File: config.mk
export PLATFORM = sky130hd
export DESIGN_NAME = lpddr_cmd_arbiter
export DESIGN_NICKNAME = d
export VERILOG_FILES = /design/src/rtl/lpddr_cmd_arbiter.sv
export SDC_FILE = /design/constraint.sdc
export NUM_CORES = 1
export LEC_CHECK = 0
export ABC_AREA = 1
export CAP_MARGIN = 20
export CELL_PAD_IN_SITES_DETAIL_PLACEMENT = 1
export CELL_PAD_IN_SITES_GLOBAL_PLACEMENT = 2
export CORE_MARGIN = 2
export CORE_UTILIZATION = 21
export DETAILED_ROUTE_END_ITERATION = 6
export PLACE_DENSITY = 0.83
export SLEW_MARGIN = 15
export SYNTH_ARGS = -nofsm -noshare
export SYNTH_HDL_FRONTEND = slang
export SYNTH_SLANG_ARGS = --single-unit
File: constraint.sdc
create_clock -name i_clk -period 1.95 [get_ports i_clk]
set_input_delay 0.2925 -clock i_clk [delete_from_list [all_inputs] [get_ports i_clk]]
set_output_delay 0.2925 -clock i_clk [all_outputs]
set_load 0.01 [all_outputs]
File: src/rtl/lpddr_cmd_arbiter.sv
// Arbitrates the single LPDDR MCB command port between one write and one read requester,
// issuing a command only when the whole burst can move through the data FIFOs.
module lpddr_cmd_arbiter #(
  parameter bit AUTO_PRECHARGE = 1'b0,
  parameter int FIFO_DEPTH     = 64
) (
  input  logic        i_clk,
  input  logic        i_rst_n,
  input  logic        i_wr_req,
  input  logic [29:0] i_wr_addr,
  input  logic [5:0]  i_wr_bl,
  output logic        o_wr_ack,
  input  logic        i_rd_req,
  input  logic [29:0] i_rd_addr,
  input  logic [5:0]  i_rd_bl,
  output logic        o_rd_ack,
  input  logic [6:0]  i_wr_count,
  input  logic [6:0]  i_rd_count,
  output logic        o_cmd_clk,
  output logic        o_cmd_en,
  output logic [2:0]  o_cmd_instr,
  output logic [5:0]  o_cmd_bl,
  output logic [29:0] o_cmd_byte_addr,
  input  logic        i_cmd_full,
  input  logic        i_cmd_empty,
  output logic        o_last_rd,
  output logic        o_busy,
  output logic        o_idle,
  output logic        o_cmd_err
);

  localparam logic [7:0] LP_DEPTH = 8'(FIFO_DEPTH);

  typedef enum logic [1:0] {
    ST_IDLE  = 2'd0,
    ST_ISSUE = 2'd1,
    ST_GAP   = 2'd2
  } state_t;

  state_t      r_state;
  state_t      w_state_nxt;

  logic        r_cmd_en;
  logic        r_wr_ack;
  logic        r_rd_ack;
  logic [2:0]  r_cmd_instr;
  logic [5:0]  r_cmd_bl;
  logic [29:0] r_cmd_byte_addr;
  logic        r_last_rd;
  logic        r_busy;
  logic        r_idle;
  logic        r_cmd_err;

  logic        w_cmd_en_nxt;
  logic        w_wr_ack_nxt;
  logic        w_rd_ack_nxt;
  logic [2:0]  w_cmd_instr_nxt;
  logic [5:0]  w_cmd_bl_nxt;
  logic [29:0] w_cmd_byte_addr_nxt;
  logic        w_last_rd_nxt;
  logic        w_busy_nxt;
  logic        w_idle_nxt;
  logic        w_cmd_err_nxt;

  logic [6:0]  w_wr_need;
  logic        w_wr_ok;
  logic [7:0]  w_rd_need;
  logic [7:0]  w_rd_used;
  logic [7:0]  w_rd_room;
  logic        w_rd_ok;
  logic        w_grant;
  logic        w_grant_rd;
  logic [27:0] w_sel_addr;
  logic        w_unused;

  // A read FIFO reporting more than its depth is treated as having no room at all.
  assign w_wr_need = {1'b0, i_wr_bl} + 7'd1;
  assign w_wr_ok   = i_wr_req & (i_wr_count >= w_wr_need);
  assign w_rd_need = {2'b00, i_rd_bl} + 8'd1;
  assign w_rd_used = {1'b0, i_rd_count};
  assign w_rd_room = (w_rd_used > LP_DEPTH) ? 8'd0 : (LP_DEPTH - w_rd_used);
  assign w_rd_ok   = i_rd_req & (w_rd_room >= w_rd_need);

  // On a tie the side that did not win last time gets the port.
  assign w_grant    = (r_state == ST_IDLE) & ~i_cmd_full & (w_wr_ok | w_rd_ok);
  assign w_grant_rd = w_rd_ok & (~w_wr_ok | ~r_last_rd);
  assign w_sel_addr = w_grant_rd ? i_rd_addr[27:0] : i_wr_addr[27:0];

  // Top address bits fall off the byte-address shift.
  assign w_unused = ^{i_wr_addr[29:28], i_rd_addr[29:28]};

  always_ff @(posedge i_clk or negedge i_rst_n) begin
    if (!i_rst_n) begin
      r_state <= ST_IDLE;
    end else begin
      r_state <= w_state_nxt;
    end
  end

  always_comb begin
    w_state_nxt = r_state;
    case (r_state)
      ST_IDLE:  if (w_grant) w_state_nxt = ST_ISSUE;
      ST_ISSUE: w_state_nxt = ST_GAP;
      ST_GAP:   w_state_nxt = ST_IDLE;
      default:  w_state_nxt = ST_IDLE;
    endcase
  end

  always_comb begin
    w_cmd_en_nxt        = w_grant;
    w_wr_ack_nxt        = w_grant & ~w_grant_rd;
    w_rd_ack_nxt        = w_grant & w_grant_rd;
    w_cmd_instr_nxt     = r_cmd_instr;
    w_cmd_bl_nxt        = r_cmd_bl;
    w_cmd_byte_addr_nxt = r_cmd_byte_addr;
    w_last_rd_nxt       = r_last_rd;
    if (w_grant) begin
      w_cmd_instr_nxt     = {1'b0, AUTO_PRECHARGE, w_grant_rd};
      w_cmd_bl_nxt        = w_grant_rd ? i_rd_bl : i_wr_bl;
      w_cmd_byte_addr_nxt = {w_sel_addr, 2'b00};
      w_last_rd_nxt       = w_grant_rd;
    end
    w_busy_nxt    = (w_state_nxt != ST_IDLE);
    w_idle_nxt    = (w_state_nxt == ST_IDLE) & ~i_wr_req & ~i_rd_req & i_cmd_empty;
    w_cmd_err_nxt = r_cmd_err | (r_cmd_en & i_cmd_full);
  end

  always_ff @(posedge i_clk or negedge i_rst_n) begin
    if (!i_rst_n) begin
      r_cmd_en        <= 1'b0;
      r_wr_ack        <= 1'b0;
      r_rd_ack        <= 1'b0;
      r_cmd_instr     <= {1'b0, AUTO_PRECHARGE, 1'b0};
      r_cmd_bl        <= 6'd0;
      r_cmd_byte_addr <= 30'd0;
      r_last_rd       <= 1'b1;
      r_busy          <= 1'b0;
      r_idle          <= 1'b0;
      r_cmd_err       <= 1'b0;
    end else begin
      r_cmd_en        <= w_cmd_en_nxt;
      r_wr_ack        <= w_wr_ack_nxt;
      r_rd_ack        <= w_rd_ack_nxt;
      r_cmd_instr     <= w_cmd_instr_nxt;
      r_cmd_bl        <= w_cmd_bl_nxt;
      r_cmd_byte_addr <= w_cmd_byte_addr_nxt;
      r_last_rd       <= w_last_rd_nxt;
      r_busy          <= w_busy_nxt;
      r_idle          <= w_idle_nxt;
      r_cmd_err       <= w_cmd_err_nxt;
    end
  end

  assign o_cmd_clk       = i_clk;
  assign o_cmd_en        = r_cmd_en;
  assign o_wr_ack        = r_wr_ack;
  assign o_rd_ack        = r_rd_ack;
  assign o_cmd_instr     = r_cmd_instr;
  assign o_cmd_bl        = r_cmd_bl;
  assign o_cmd_byte_addr = r_cmd_byte_addr;
  assign o_last_rd       = r_last_rd;
  assign o_busy          = r_busy;
  assign o_idle          = r_idle;
  assign o_cmd_err       = r_cmd_err;

endmodule

==> results.md <==
- The flow ran to the end, but the final reports show violations.
- The final reports fail on setup timing.
- The post-detailed-route wirelength per cell is ~18 um.
- sky130_fd_sc_hd__nand2_1 is the most common cell in the netlist.
- The worst register-to-register path begins at r_state[0].
- The nature of the critical path startpoint is an input port.
- Summed over all layers, the routed wires come to approximately 14 mm.
- The port buffer count is 130.
- The signal on the critical path passes through buf_12, inv_12, ha_4, nand2_4, nor2_4, inv_2, nand2_4, o21ai_1, a21oi_1, ha_1, nand3_1, nand2_1, a21oi_2, nand3_4, buf_6, buf_6, clkbuf_16, nand4_1, nand2_1, nand2_2, nand2_1.
- Setup repair after global routing could not meet its margin everywhere.
- The CTS tree is done.
- The first detailed-routing pass ran for 4 iterations.
- After clock tree synthesis, the clock-pin slew on the worst setup and hold paths is roughly 0.06 ns.
- The setup slack of the worst register-to-register path is 0.32 ns.
- In the routed layout, each cell is associated on average with a via count of 4.539.
- Entering global routing, the biggest net connects 18 pins.
- The number of different library cells used by synthesis comes to 31.
- Counting every instance in the synthesized netlist gives just over 400.
- The floorplan step set the die height to between 100 and 150 um.
- The total power density per cell area is 854.7 nW/um^2.
- The endpoint class of the critical path is a flop.
- Yosys attributes the largest share of cell area to sky130_fd_sc_hd__dfrtp_1 37%, sky130_fd_sc_hd__nand2_1 26%, sky130_fd_sc_hd__nand4_1 7.5%.
- The layout has between 1500 and 2000 filler cells.
- The portion of synthesized cell area occupied by the leading cell type is 0.3683.
- The critical path contains buffers and inverters numbering 6 combined.
- The finished layout holds about 800 standard cells, fillers aside.
- The fraction of layout cells with a size suffix above 1 is 0.3339.
- The initial antenna violation count was 0.
- The end-of-flow core utilization is 0.4342.
- The global route total overflow is 0.
- The standard cell with the maximum stage delay on the critical path is sky130_fd_sc_hd__ha_1.
- The effective utilization at floorplan is 0.2130.
- After synthesis, the most frequently instantiated cells are 200 x sky130_fd_sc_hd__nand2_1, 43 x sky130_fd_sc_hd__dfrtp_1, 35 x sky130_fd_sc_hd__nand4_1.
- Setup violations remaining at the end of the flow were counted as 41.
- For this run, the total global-route usage over all layers was measured as 0.1888.
- In this run the horizontal extent of the chip is between 100 and 150 um.
- The startpoint of the lowest-slack hold path is i_wr_bl[3].
- The number of enable-type register cells in the synthesized netlist is 0.
- The max-slew violation total from the final report is 0.
- The kind of critical path is in2reg.
- The number of global-route vias before repair is slightly below 4000.
- The final weighted congestion in routability-driven placement is between 0.8 and 0.9.
- The number of maximum-capacitance constraint violations is 0.
- The largest total area in the synthesized netlist belongs to sky130_fd_sc_hd__dfrtp_1.
- The count of yosys warnings during synthesis is 0.
- For this run, design rule violations remaining after detail routing come to 0.
- The post-route worst setup slack is -0.3420 ns.
- The area growth from synthesis to layout is 103.9%.
- The later-pin clock latency in the skew report is a little over 0.4 ns.
- Summing over every cut layer, the via total after detailed routing is between 3000 and 4000.
- The first-pass GRT wire length is ~21 mm.
- Counting buffers and inverters, the worst setup path is 21 cells deep.
- For this run, the post-layout net count is roughly 710.
- The maximum VDD drop is around 370 uV.
- The die area is roughly 15000 um^2.
- The achievable frequency is roughly 440 MHz.
- The antenna diode count is 0.
- For this design the static power due to leakage is 2.853 nW.
- The critical register-to-register path endpoint is o_cmd_byte_addr[24].
- The synthesized netlist occupies a cell area of between 2000 and 3000 um^2.
- The synthesized design contains 44 register bits.
- For this run, the slowest stage of the critical path takes 0.27 ns.
- The cell count after placement is roughly 740.
- The count of endpoints failing hold in the final timing report is 0.
- Summed over all nets, the half-perimeter wirelength after detailed placement is 8.674 mm.
- The data required time at the worst endpoint is about 2.3 ns.
- The path class of the tightest hold or removal check is in2reg.
- During I/O placement, the number of pins put on the boundary was between 100 and 150.
- The capture point of the critical path is o_cmd_byte_addr[23].
- The most repeated library cell on the critical path is sky130_fd_sc_hd__nand2_1.
- The synthesized area per cell is slightly above 7 um^2.
- The final critical path time including I/O delays and setup is 2.292 ns.
- The cell class contributing the biggest share of worst-path delay is simple AND/OR/NAND/NOR gates.
- The worst setup skew after layout is 0.006696 ns.
- Dividing the final minimum period by the clock period gives 1.175.
- The floorplan has 43 rows.
- At the worst endpoint, the arrival time is between 2 and 3 ns.
- The core region is about 14000 um^2.
- In this run the worst setup path begins at i_rd_count[0].
- The proportion of register bits with asynchronous set or reset after synthesis is 1.000.
- The maximum fanout encountered on the critical timing path is 5.
- Counting cells, the worst reg-to-reg path comes to 8.
- The sequential cell area fraction in the yosys report is 0.3773.
- The leading register cell type out of synthesis is sky130_fd_sc_hd__dfrtp_1.
- The detail route stage leaves a number of antenna-violating nets equal to 0.
- The first routing iteration left ~120 violations.
metal layers:
metal  vias up  GRT usage  part of all wire
met2       102     0.3348              0.51
met3        18    0.04401             0.062
met1      1744     0.2243              0.41
met4         0    0.06106             0.015
li1       1699          -                 -
met5         -          0                 0
cell type report:
cell class	count	area [um^2]	share of cell area
Timing Repair Buffer	209	2242	0.3764
Multi-Input combinational cell	316	1998	0.3354
Sequential cell	44	1102	0.1850
Clock buffer	11	236.5	0.03970
Tap cell	180	225.2	0.03781
Inverter	24	122.6	0.02058
Clock inverter	1	30.03	0.005041
layout by cell type, fill, tap and decap left out, types with 5 or more instances in the layout:
cell	n
sky130_fd_sc_hd__nand2_2	48
sky130_fd_sc_hd__ha_4	6
sky130_fd_sc_hd__nand2_1	144
sky130_fd_sc_hd__clkdlybuf4s50_1	109
sky130_fd_sc_hd__inv_1	16
sky130_fd_sc_hd__buf_16	9
sky130_fd_sc_hd__nor2_1	7
sky130_fd_sc_hd__xnor2_1	6
sky130_fd_sc_hd__inv_2	5
sky130_fd_sc_hd__dfrtp_1	43
sky130_fd_sc_hd__ha_1	11
sky130_fd_sc_hd__clkbuf_16	9
sky130_fd_sc_hd__buf_2	6
sky130_fd_sc_hd__buf_4	41
sky130_fd_sc_hd__nor2_4	6
sky130_fd_sc_hd__buf_12	10
sky130_fd_sc_hd__buf_6	14
sky130_fd_sc_hd__clkbuf_2	6
sky130_fd_sc_hd__buf_8	6
sky130_fd_sc_hd__nand4_1	35
sky130_fd_sc_hd__nand2_4	9
sky130_fd_sc_hd__a21oi_1	5
sky130_fd_sc_hd__dlygate4sd2_1	7
sky130_fd_sc_hd__nand3_2	5
logic make-up (layout without fill, tap and decap cells):
logic type,Yosys count,count (layout),synth area share
flops,44,44,0.3773
compound gates,13,13,0.03041
other cells,1,4,0.001284
simple gates,272,272,0.4081
xor+xnor,10,10,0.02998
fa+ha+maj,17,17,0.07280
buf+inv,49,245,0.08009
state kept, by name, summed over array words and instances (netlist names):
signal           count
o_cmd_bl             6
o_cmd_instr          1
r_state              2
o_idle               1
o_last_rd            1
o_wr_ack             1
o_busy               1
o_cmd_byte_addr     28
o_cmd_en             1
o_cmd_err            1
o_rd_ack             1
per-stage QoR:
step                      power [mW]  area (um^2)  setup WS (ns)  hold slack (ns)  setup TNS (ns)
final                          5.091         5957        -0.3420           0.2830          -12.40
after global routing           5.361         5957        -0.4790           0.3391          -17.90
after CTS                      5.014         5871        -0.2847           0.3368          -9.849
after detailed placement       3.215         4757         -1.128           0.2095          -44.80
after global placement         3.172         4757         -1.048           0.2085          -40.55
after floorplan                2.115         3013        -0.2339        -0.003091          -8.057
what timing repair did:
item                                    in CTS  in global routing
pin swaps                                   67                 66
endpoints found under the hold margin       10                  0
endpoints found under the setup margin      43                 42
setup buffers                               21                  2
resized for setup                          155                 43
hold buffers                                 1                  0
gates cloned                                11                  1
power breakdown:
group          switching, mW  internal [mW]
registers              0.184           1.20
clock network          0.432          0.957
logic                   1.07           1.25
worst min path at each step:
stage                              to  slack, ns  cells after the start
after global placement     r_state[1]       0.21                      1
final                     o_cmd_bl[3]       0.28                      5
after floorplan                o_busy     -0.003                      0
after detailed placement   r_state[1]       0.21                      1
after CTS                  r_state[1]       0.34                      2
after global routing      o_cmd_bl[3]       0.34                      5
worst reg2reg max path, cell delays in order, from the launching register on:
cell and delay (ns):
sky130_fd_sc_hd__dfrtp_1 0.40, sky130_fd_sc_hd__nor3_1 0.22, sky130_fd_sc_hd__buf_4 0.23, sky130_fd_sc_hd__a21boi_4 0.23, sky130_fd_sc_hd__buf_6 0.14, sky130_fd_sc_hd__buf_12 0.11
sky130_fd_sc_hd__buf_12 0.14, sky130_fd_sc_hd__nand2_2 0.06, sky130_fd_sc_hd__nand2_1 0.06
(Power assumes the default switching activity.)
